## src/rtl/scope_pkg.sv

```systemverilog
// rtl/scope_pkg.sv - shared scope constants, sample type and capture reader state encoding
package scope_pkg;
    localparam int DATA_W      = 12;
    localparam int DEPTH       = 512;
    localparam int ADDR_W      = 9;
    localparam int H_ACTIVE    = 800;
    localparam int V_ACTIVE    = 600;
    localparam int X_OFFSET    = 144;
    localparam int Y_ORIGIN    = V_ACTIVE;
    localparam int SCALE_SHIFT = 3;

    typedef logic [DATA_W-1:0] sample_t;

    typedef enum logic [2:0] {
        IDLE,
        FETCH,
        WAIT,
        EMIT,
        DONE
    } reader_state_t;
endpackage

```

## src/rtl/trace_scaler.sv

```systemverilog
// rtl/trace_scaler.sv - maps an ADC code to a screen y: shift down, invert about Y_ORIGIN, clamp at 0
module trace_scaler #(
    parameter int DATA_W      = scope_pkg::DATA_W,
    parameter int Y_W         = 11,
    parameter int Y_ORIGIN    = scope_pkg::Y_ORIGIN,
    parameter int SCALE_SHIFT = scope_pkg::SCALE_SHIFT
) (
    input  logic [DATA_W-1:0] sample,
    output logic [Y_W-1:0]    y
);
    logic [DATA_W-1:0] shifted;
    logic [Y_W:0]      t;
    logic [Y_W:0]      origin;

    always_comb begin
        shifted = sample >> SCALE_SHIFT;
        t       = (Y_W+1)'(shifted);
        origin  = (Y_W+1)'(Y_ORIGIN);
        // Codes above the origin would land below screen row 0; pin them to the top edge.
        y       = (t > origin) ? '0 : Y_W'(origin - t);
    end
endmodule

```

## src/rtl/capture_reader.sv

```systemverilog
// rtl/capture_reader.sv - reads a capture frame and streams screen points; CAPTURE_READER_MEASURE_EN adds min/max
module capture_reader #(
    parameter int DEPTH       = scope_pkg::DEPTH,
    parameter int ADDR_W      = scope_pkg::ADDR_W,
    parameter int DATA_W      = scope_pkg::DATA_W,
    parameter int X_W         = 11,
    parameter int Y_W         = 11,
    parameter int X_OFFSET    = scope_pkg::X_OFFSET,
    parameter int Y_ORIGIN    = scope_pkg::Y_ORIGIN,
    parameter int SCALE_SHIFT = scope_pkg::SCALE_SHIFT
) (
    input  logic              clk,
    input  logic              rst_n,
    input  logic              capture_done,
    output logic              rd_en,
    output logic [ADDR_W-1:0] rd_addr,
    input  logic [DATA_W-1:0] rd_data,
    output logic              pt_valid,
    input  logic              pt_ready,
    output logic [X_W-1:0]    pt_x,
    output logic [Y_W-1:0]    pt_y,
    output logic              pt_last,
    output logic              busy,
    output logic              frame_done,
    output logic              overrun,
`ifdef CAPTURE_READER_MEASURE_EN
    output logic [DATA_W-1:0] meas_min,
    output logic [DATA_W-1:0] meas_max,
    output logic              meas_valid,
`endif
    input  logic              clear_overrun
);
    import scope_pkg::*;

    reader_state_t     state;
    reader_state_t     state_nxt;
    logic [ADDR_W-1:0] index;
    logic [Y_W-1:0]    y_scaled;
    logic              is_last;

    trace_scaler #(
        .DATA_W     (DATA_W),
        .Y_W        (Y_W),
        .Y_ORIGIN   (Y_ORIGIN),
        .SCALE_SHIFT(SCALE_SHIFT)
    ) u_scaler (
        .sample(rd_data),
        .y     (y_scaled)
    );

    assign is_last = (index == ADDR_W'(DEPTH - 1));
    assign rd_addr = index;

    always_ff @(posedge clk or negedge rst_n) begin
        if (!rst_n) begin
            state <= IDLE;
        end else begin
            state <= state_nxt;
        end
    end

    always_comb begin
        state_nxt = state;
        case (state)
            IDLE:    if (capture_done) state_nxt = FETCH;
            FETCH:   state_nxt = WAIT;
            WAIT:    state_nxt = EMIT;
            EMIT:    if (pt_ready) state_nxt = pt_last ? DONE : FETCH;
            DONE:    state_nxt = IDLE;
            default: state_nxt = IDLE;
        endcase
    end

    always_comb begin
        rd_en      = (state == FETCH);
        pt_valid   = (state == EMIT);
        busy       = (state != IDLE);
        frame_done = (state == DONE);
    end

    // rd_data belongs to the read issued in FETCH, so WAIT is where the point is formed.
    always_ff @(posedge clk or negedge rst_n) begin
        if (!rst_n) begin
            index   <= '0;
            pt_x    <= '0;
            pt_y    <= '0;
            pt_last <= 1'b0;
        end else begin
            case (state)
                IDLE: if (capture_done) index <= '0;
                WAIT: begin
                    pt_x    <= X_W'(X_OFFSET) + X_W'(index);
                    pt_y    <= y_scaled;
                    pt_last <= is_last;
                end
                EMIT: if (pt_ready && !pt_last) index <= index + ADDR_W'(1);
                default: ;
            endcase
        end
    end

    always_ff @(posedge clk or negedge rst_n) begin
        if (!rst_n) begin
            overrun <= 1'b0;
        end else if (capture_done && state != IDLE) begin
            overrun <= 1'b1;
        end else if (clear_overrun) begin
            overrun <= 1'b0;
        end
    end

`ifdef CAPTURE_READER_MEASURE_EN
    sample_t min_q;
    sample_t max_q;

    always_ff @(posedge clk or negedge rst_n) begin
        if (!rst_n) begin
            min_q <= '0;
            max_q <= '0;
        end else if (state == WAIT) begin
            if (index == '0) begin
                min_q <= rd_data;
                max_q <= rd_data;
            end else begin
                if (rd_data < min_q) min_q <= rd_data;
                if (rd_data > max_q) max_q <= rd_data;
            end
        end
    end

    assign meas_min   = min_q;
    assign meas_max   = max_q;
    assign meas_valid = (state == DONE);
`endif
endmodule

```

## config.mk

```make
export PLATFORM = sky130hd
export DESIGN_NAME = capture_reader
export DESIGN_NICKNAME = d
export VERILOG_FILES = /design/src/rtl/scope_pkg.sv /design/src/rtl/trace_scaler.sv /design/src/rtl/capture_reader.sv
export SDC_FILE = /design/constraint.sdc
export NUM_CORES = 1
export LEC_CHECK = 0
export ABC_AREA = 1
export BUFFER_PORTS_ARGS = -buffer_cell sky130_fd_sc_hd__clkbuf_2
export CAP_MARGIN = 10
export CORE_UTILIZATION = 25
export CTS_CLUSTER_DIAMETER = 30
export CTS_CLUSTER_SIZE = 25
export DETAILED_ROUTE_END_ITERATION = 7
export PLACE_DENSITY = 0.56
export SYNTH_ARGS = -nofsm -noshare
export SYNTH_HDL_FRONTEND = slang
export SYNTH_SLANG_ARGS = --single-unit
```

## constraint.sdc

```tcl
create_clock -name clk -period 2.2 [get_ports clk]
set_input_delay 0.11 -clock clk [delete_from_list [all_inputs] [get_ports clk]]
set_output_delay 0.11 -clock clk [all_outputs]
set_load 0.01 [all_outputs]
```

=== Yosys cells after proc, flatten, opt, wreduce, memory -nomap -nowiden ===
Cells that the tools add are included.

* Input bits: 17
* Output and inout bits: 37
* Register bits: 36
* Word-level logic and storage cells: 37

* Reduce and logical (&&, ||, !) cells: 9
* $lt $le $gt $ge: 1
* Equal/unequal tests: 8
* Add/subtract/negate cells: 3
* Muxes and demuxes: 10

{| class="wikitable"
|+ Operators with widths
! operator !! number
|-
| two-way mux 9 bit || 2
|-
| case mux 9 bit (2 select lines) || 1
|-
| case mux 3 bit (4 select lines) || 1
|-
| two-way mux 11 bit || 1
|-
| subtractor 10 x 9 -> 11 bit (first input constant) || 1
|-
| adder 8 x 9 -> 10 bit (first input constant) || 1
|-
| greater-than comparator 9 x 10 -> 1 bit (second input constant) || 1
|-
| adder 9 x 1 -> 9 bit (second input constant) || 1
|-
| equality test 9 bit (second input constant) || 1
|-
| two-way mux 3 bit || 3
|-
| equality test 3 x 2 -> 1 bit (second input constant) || 2
|-
| inequality test 2 x 1 -> 1 bit (second input constant) || 2
|-
| nonzero test 2 bit || 2
|-
| equality test 3 x 1 -> 1 bit (second input constant) || 1
|-
| equality test 3 bit (second input constant) || 1
|-
| logical NOT 3 bit || 1
|-
| AND reduction 3 bit || 1
|-
| nonzero test 3 bit || 1
|-
| logical AND 1 bit || 2
|-
| two-way mux 1 bit || 2
|-
| inequality test 2 bit (second input constant) || 1
|-
| AND reduction 2 bit || 1
|-
| logical NOT 1 bit || 1
|}

=== Logic depth before layout (Yosys ltp) ===
Gate-level depths: netlist of the first run.

* Depth after elaboration: 4
* Depth in mapped cells: 9
* Depth with buffers taken out: 9

=== Cells and area by module ===
A second synthesis of the first run with hierarchy kept.

* Cell total of the unflattened synthesis: 245
* Area total of the unflattened synthesis: 1866.8 um^2

{| class="wikitable"
|+ Modules (own cells, without submodules)
! module !! area each (um^2) !! sequential area each (um^2) !! times used !! cells each
|-
| capture_reader || 1616.6 || 875.8 || 1 || 193
|-
| trace_scaler || 250.2 || 0.0 || 1 || 52
|}

=== Worst setup path before layout of the first run ===
No wires, ideal clock.

* Path kind: reg2reg
* From: register index[0] (netlist: rd_addr[0])
* To: register index[8] (netlist: rd_addr[8])
* Clock period less this slack: 1484 ps
* Setup slack: 716 ps
* Setup time: 116 ps
* Data arrival time: 1367 ps
* Required time: 2084 ps
* Stages on the path, launching flop included: 9
* Path through: dfrtp_1 > ha_1 > nand2_1 > nor2_1 > nand3_1 > nor2_1 > ha_1 > nand2_1 > nand2_1

* Longest elaborated chain between the ends: 3

{| class="wikitable"
|+ RTL lines
! item !! line !! source
|-
| start, declared || capture_reader.sv:37 || <nowiki>logic [ADDR_W-1:0] index;</nowiki>
|-
| start signal, assigned || capture_reader.sv:96 || <nowiki>EMIT: if (pt_ready && !pt_last) index <= index + ADDR_W'(1);</nowiki>
|-
| adder 9 x 1 -> 9 bit || capture_reader.sv:96 ||
|-
| two-way mux 9 bit || capture_reader.sv:96 ||
|-
| case mux 9 bit (2 select lines) || capture_reader.sv:89 || <nowiki>case (state)</nowiki>
|}

No other way between the ends. The select of a mux whose other input is x is not followed.
A chain may end at the register's enable or synchronous reset.

=== Worst setup path after layout of the first run ===
Same ends and word-level chain as after synthesis.

==> flow_summary_export.csv, run 1 <==
group,metric,value,unit
place,pre_cts_slack,0.616,ns
power_and_ir_drop,clkPwrFrac,23.1,%
die,die_width,86.0,um
timing,slew_headroom,39.6,%
power_and_ir_drop,vdd_drop_max,0.000311,V
timing,fmax,631,MHz
cells_and_area,register_area,851,um2
worst_setup_path,cpMostUsedCell,"nand2_1",
cells_and_area,fillers,751,
power_and_ir_drop,p_seq_share,38.7,%
route,vias_per_cell,4.24,
cts,clk-insertion-delay-late,0.29,ns
worst_setup_path,crit_type,"flip-flop to flip-flop",
logic_synthesis,yosysMostFrequentCell,"nand2_1",
logic_synthesis,ys.flop_type,"dfrtp_1",
logic_synthesis,seq_area_frac_synth,48.3,%
min_path,hp-class,"primary input to flip-flop",
timing,worstMarginPinSlew,0.906,ns
cts,cts.sinks,34,
die,rows,30,
place,hpwl,3.07,mm
worst_setup_path,slowest_delay,0.44,ns
timing,setup_viol,0,
global_routing,grt_max_degree,35,
global_routing,track_usage,12.1,%
timing,maxSlewViolCount,0,
logic_synthesis,synth_edf_count,0,
global_routing,grt_remaining_overflow,0,
timing,finalCritPeriodShare,72.0,%
logic_synthesis,yosys.area.top_type_share,48.3,%
timing,finalCriticalPeriod,1.58,ns
cts,postCtsSetupBuffers,0,
global_routing,antenna_found_initial,0,
logic_synthesis,syn_area_per_cell,7.77,um2
cts,cts_buffer_depth,2,
cts,clk_pin_slew,0.08,ns
timing,setup_ws,0.616,ns
worst_setup_path,endpoint_kind,"flip-flop",
die,start_util,25.9,%
cells_and_area,drive_gt1_share,24.2,%
timing,finalClockSkew,0.00902,ns
power_and_ir_drop,p_leak,1.21,nW
power_and_ir_drop,swShare,39.9,%
logic_synthesis,synth_area_leaders,"dfrtp_1, nand2_1, nand3_1",
logic_synthesis,synth_largest_area_cell,"dfrtp_1",
logic_synthesis,synth_area,1760,um2
logic_synthesis,yosys_warnings,0,
worst_setup_path,crit_fanout,6,
timing,fin_tns_setup,0,ns
worst_setup_path,crit_chain,"ha_1 -> nand2_1 -> nor2_1 -> nand3_1 -> nor2_1 -> ha_1 -> nand2_1 -> nand2_1",
power_and_ir_drop,internal_power,1.45,mW
cells_and_area,areaGrowthSynthToFinish,26.1,%
die,num_io_pins,54,
run_status,status,"finished clean",
worst_setup_path,r2r_setup_slack,0.62,ns
logic_synthesis,netlist_instances,227,
place,dp.cells,367,
global_routing,grt_pass1_vias,1463,
timing,rsz0062_at_grt,"false",
die,fp.dieH,86.0,um
cells_and_area,instances_no_fill,377,
die,dieArea,7390,um2
cts,root_buffer,"clkbuf_8",
route,ant_nets,0,
power_and_ir_drop,combPwrFrac,38.3,%
cells_and_area,multi_input_area,787,um2
route,route.final.wire_length,4.20,mm
route,firstDrtPassIters,4,
timing,finalHoldViolCount,0,
power_and_ir_drop,switching_power,960,uW
route,route.vias.total,1600,
logic_synthesis,synth_cell_types,28,
power_and_ir_drop,power_density,1080,nW/um2
worst_setup_path,worstSetupStartpointType,"flip-flop",
cells_and_area,final_nets,301,
place,portBuffers,48,
worst_setup_path,cpMaxStageDelayCell,"dfrtp_1",
cells_and_area,n_antenna_cell,0,
route,drt-initial-drc-count,49,
cts,cts_tree,"done",
cts,htree_levels,2,
logic_synthesis,synth_common_cells,"nand2_1, dfrtp_1, inv_1",
global_routing,grt_pass1_wl,6.81,mm
cts,cts_buffers,5,
run,max_cap_viol_count,0,
die,core_area,6790,um2
worst_setup_path,worstPathRequired,2.39,ns
logic_synthesis,ys_seq_elements,34,
place,gp_congestion,0.786,
route,wl_per_cell,11.1,um
worst_setup_path,worstPathArrival,1.77,ns
logic_synthesis,async_reset_ff_share,100,%
route,drc,0,
path summary, 6_finish.rpt:
kind	from	to	cells past startpoint
setup / recovery	rd_addr[0]	rd_addr[8]	8
hold / removal	capture_done	overrun	3
setup reg to reg	rd_addr[0]	rd_addr[8]	8
hold reg to reg	pt_x[2]	pt_x[2]	2
max in group asynchronous	rst_n	pt_x[6]	2
min in group asynchronous	rst_n	pt_y[9]	2
kinds of logic (layout without fill, tap and decap cells):
logic type	Yosys count	count (layout)	synth area share [%]
compound gates	22	22	6.81
buf+inv	29	82	7.31
fa+ha+maj	4	4	2.84
xor+xnor	5	5	2.48
flops	34	34	48.3
other cells	1	2	0.213
simple gates	132	132	32.1
stage by stage:
step	util (%)	hold slack, ns	total power, mW	area, um2
2_1_floorplan	-	-0.186	1.57	1770
3_3_place_gp	30.8	0.289	1.87	2090
3_5_place_dp	30.8	0.293	1.89	2090
4_1_cts	32.7	0.0606	2.46	2220
5_1_grt	32.7	0.0791	2.62	2220
6_report	32.7	0.0639	2.41	2220
placed cells by master (no fill, tap or decap), types with 2 or more instances in the layout:
cell and n:
nand3_2 2, nor2_1 15, nand3b_1 3, nand2_1 86, clkbuf_8 8, o21a_1 2
o21ai_1 7, conb_1 2, nand3_1 18, ha_1 4, o21ai_0 9, a21oi_1 2
inv_1 20, or2_2 2, inv_2 2, dlygate4sd3_1 2, clkbuf_2 48, xor2_1 4
nand2_2 2, dfrtp_1 34
routing by layer:
layer / up-vias / track usage (%) / routed length (um)
li1: 821 / - / -
met5: - / 0 / 0
met4: 0 / 5.00 / 57
met1: 734 / 14.9 / 1910
met3: 5 / 2.89 / 184
met2: 40 / 20.3 / 2040
power groups by stage:
stage	registers [mW]	logic, mW	clock network (mW)
after floorplan	0.993	0.581	0
after global placement	0.940	0.934	0
after detailed placement	0.945	0.946	0
after CTS	0.935	0.950	0.578
after global routing	0.958	1.06	0.604
final	0.932	0.921	0.555
critical path: cells and delay by family, from the launching register on:
family	cells	cell delay [ns]
simple gates	6	0.63
flops	1	0.44
fa+ha+maj	2	0.42
layout make-up:
cell class,count,share of cell area (%)
inverter,23,3.94
sequential,34,38.3
timing repair buffer,51,12.0
clock buffer,8,4.95
multi-input combinational,165,35.4
tap,96,5.40
timing repair:
action | in CTS | in global routing
resized for setup | 0 | 0
endpoints found under the setup margin | 0 | 0
hold endpoints to repair | 35 | 0
hold buffers | 2 | 0
state kept, by name, summed over array words and instances (netlist names):
| signal | cells |
|---|---|
| rd_addr | 9 |
| overrun | 1 |
| pt_last | 1 |
| pt_x | 10 |
| state | 3 |
| pt_y | 10 |
Note: power is estimated with default switching activity, not from simulation.
==> inputs of run 2 (changes only) <==
--- a/config.mk
+++ b/config.mk
@@ -5,7 +5,7 @@
 export SDC_FILE = /design/constraint.sdc
 export NUM_CORES = 1
 export LEC_CHECK = 0
-export ABC_AREA = 1
+export ABC_AREA = 0
 export BUFFER_PORTS_ARGS = -buffer_cell sky130_fd_sc_hd__clkbuf_2
 export CAP_MARGIN = 10
 export CORE_UTILIZATION = 25
==> constraint.sdc (replaced) <==
create_clock -name clk -period 1.6 [get_ports clk]
set_input_delay 0.08 -clock clk [delete_from_list [all_inputs] [get_ports clk]]
set_output_delay 0.08 -clock clk [all_outputs]
set_load 0.01 [all_outputs]
==> run 2 against run 1 <==
Sequential power grew 37%. Global-route usage fell by 0.63 points. Sequential cell count did not move. Die area decreased by 5.8%. Highest routed layer unchanged. Combinational power rose by 69%. Critical endpoint is now pt_y[8]. Critical path depth down 5. Worst setup slack lost 0.54 ns. Count of clock-buffer cells in the layout decreased by 1.
==> flow_summary_export.csv, run 2 <==
group,metric,value,unit
global_routing,grt_max_degree,28,
logic_synthesis,ys.flop_type,"dfrtp_1",
route,ant_nets,0,
worst_setup_path,worstPathRequired,1.77,ns
cts,clk-insertion-delay-late,0.28,ns
logic_synthesis,syn_area_per_cell,10.2,um2
route,drc,0,
worst_setup_path,critPathBufInv,0,
logic_synthesis,yosysMostFrequentCell,"dfrtp_1",
cells_and_area,final_nets,253,
global_routing,grt_pass1_wl,6.35,mm
die,num_io_pins,54,
worst_setup_path,endpoint_kind,"flip-flop",
cells_and_area,drive_gt1_share,37.3,%
power_and_ir_drop,p_leak,1.12,nW
power_and_ir_drop,power_density,1570,nW/um2
die,rows,29,
cts,clk_pin_slew,0.07,ns
timing,finalCritPeriodShare,95.1,%
route,wl_per_cell,12.5,um
logic_synthesis,async_reset_ff_share,100,%
worst_setup_path,worstSetupStartpointType,"flip-flop",
route,route.final.wire_length,3.87,mm
timing,finalHoldViolCount,0,
route,vias_per_cell,4.59,
logic_synthesis,synth_edf_count,0,
logic_synthesis,synth_area,1660,um2
die,die_width,83.4,um
cts,cts_buffers,5,
timing,fmax,657,MHz
logic_synthesis,synth_common_cells,"dfrtp_1, nand2_1, o21ai_0",
run_status,status,"finished clean",
die,dieArea,6960,um2
worst_setup_path,crit_fanout,10,
die,fp.dieH,83.4,um
cells_and_area,layout_common_cells,"clkbuf_2, dfrtp_1, nand2_1, buf_4, o21ai_0",
die,start_util,26.0,%
cells_and_area,fillers,676,
worst_setup_path,slowest_delay,0.46,ns
timing,worstMarginPinSlew,0.730,ns
cts,cts_buffer_depth,2,
place,portBuffers,48,
logic_synthesis,synth_cell_types,37,
global_routing,antenna_found_initial,0,
worst_setup_path,cpMostUsedCell,"a211o_1",
route,firstDrtPassIters,4,
place,gp_congestion,0.799,
logic_synthesis,synth_area_leaders,"dfrtp_1, o21ai_0, nand2_1",
timing,finalCriticalPeriod,1.52,ns
power_and_ir_drop,total_power,3.48,mW
timing,setup_viol,0,
global_routing,grt_pass1_vias,1318,
die,core_area,6390,um2
timing,finalClockSkew,0.00401,ns
logic_synthesis,netlist_instances,163,
route,route.vias.total,1422,
place,hpwl,2.88,mm
worst_setup_path,crit_type,"flip-flop to flip-flop",
timing,slew_headroom,51.3,%
logic_synthesis,ys_seq_elements,34,
logic_synthesis,yosys_warnings,0,
cells_and_area,areaGrowthSynthToFinish,33.9,%
power_and_ir_drop,vdd_drop_max,0.000925,V
timing,maxSlewViolCount,0,
worst_setup_path,crit_chain,"or3b_4 -> a211o_1 -> a211o_1",
timing,rsz0062_at_grt,"false",
place,pre_cts_slack,0.0707,ns
worst_setup_path,cpMaxStageDelayCell,"or3b_4",
cells_and_area,n_antenna_cell,0,
cts,htree_levels,2,
global_routing,track_usage,11.5,%
run,max_cap_viol_count,0,
timing,setup_ws,0.0786,ns
cts,cts.sinks,34,
cts,cts_tree,"done",
logic_synthesis,seq_area_frac_synth,51.3,%
global_routing,grt_remaining_overflow,0,
min_path,hp-class,"primary input to flip-flop",
logic_synthesis,synth_largest_area_cell,"dfrtp_1",
cts,root_buffer,"clkbuf_8",
route,drt-initial-drc-count,71,
logic_synthesis,yosys.area.top_type_share,51.3,%
worst_setup_path,cp_top_family,"compound AO/OA/AOI/OAI gates",
cells_and_area,layout_commonest_cell,"clkbuf_2",
timing,hold_ws,0.0529,ns
worst_setup_path,worstPathArrival,1.69,ns
timing,fin_tns_setup,0,ns
-- run 2: final cells by class --
type                            instances  area, um2  share of cell area [%]
Clock buffer                            7       86.3                    3.89
Clock inverter                          1       5.00                   0.225
Inverter                                6       22.5                    1.01
Multi-Input combinational cell        116        752                    33.9
Sequential cell                        34        851                    38.3
Tap cell                               77       96.3                    4.34
Timing Repair Buffer                   69        407                    18.3
-- run 2: tightest hold or removal path, delay by kind of cell --
kind	cells	cell delay, ns
AOI/OAI and AO/OA	1	0.06
and+or+nand+nor	1	0.05
buffers and inverters	1	0.11
-- run 2: report_power, final --
part           internal (mW)  total (mW)  switching (mW)
registers               1.13        1.28           0.140
logic                  0.728        1.56           0.829
clock network          0.347       0.653           0.306
total                   2.21        3.48            1.28
-- run 2: worst paths after layout --
kind / from / to / slack [ns] / cells after the start
max in group asynchronous: rst_n / pt_y[6] / 0.64 / 3
setup / recovery: state[0] / pt_y[8] / 0.08 / 3
hold / removal: capture_done / overrun / 0.05 / 3
setup reg to reg: state[0] / pt_y[8] / 0.08 / 3
hold reg to reg: pt_y[7] / pt_y[7] / 0.48 / 2
min in group asynchronous: rst_n / pt_y[3] / 0.39 / 2
-- run 2: through the flow --
stage / util [%] / instances / area (um2)
2_1_floorplan: - / 164 / 1670
3_3_place_gp: 32.8 / 300 / 2090
3_5_place_dp: 32.8 / 300 / 2090
4_1_cts: 34.5 / 310 / 2200
5_1_grt: 34.8 / 310 / 2220
6_report: 34.8 / 310 / 2220
-- run 2: what timing repair did --
item	4_1_cts	5_1_grt
gates resized for setup	0	5
setup endpoints to repair	0	5
hold buffers	2	0
buffers inserted	0	0
hold endpoints to repair	26	0
-- run 2: cell families after synthesis --
family / Yosys count / synth area share, %
AND/OR/NAND/NOR: 54 / 16.9
AO/OA/AOI/OAI: 40 / 14.6
flip-flops: 34 / 51.3
buffers and inverters: 14 / 4.45
XOR/XNOR: 9 / 4.75
multiplexers: 7 / 4.75
adder cells (fa/ha/maj): 4 / 3.02
other: 1 / 0.226
-- run 2: layer usage --
metal / track usage, % / share of wire (%) / vias up
li1: - / - / 704
met1: 14.8 / 47 / 666
met2: 18.5 / 46 / 47
met3: 3.48 / 5.9 / 5
met4: 3.70 / 1.2 / 0
met5: 0 / 0 / -
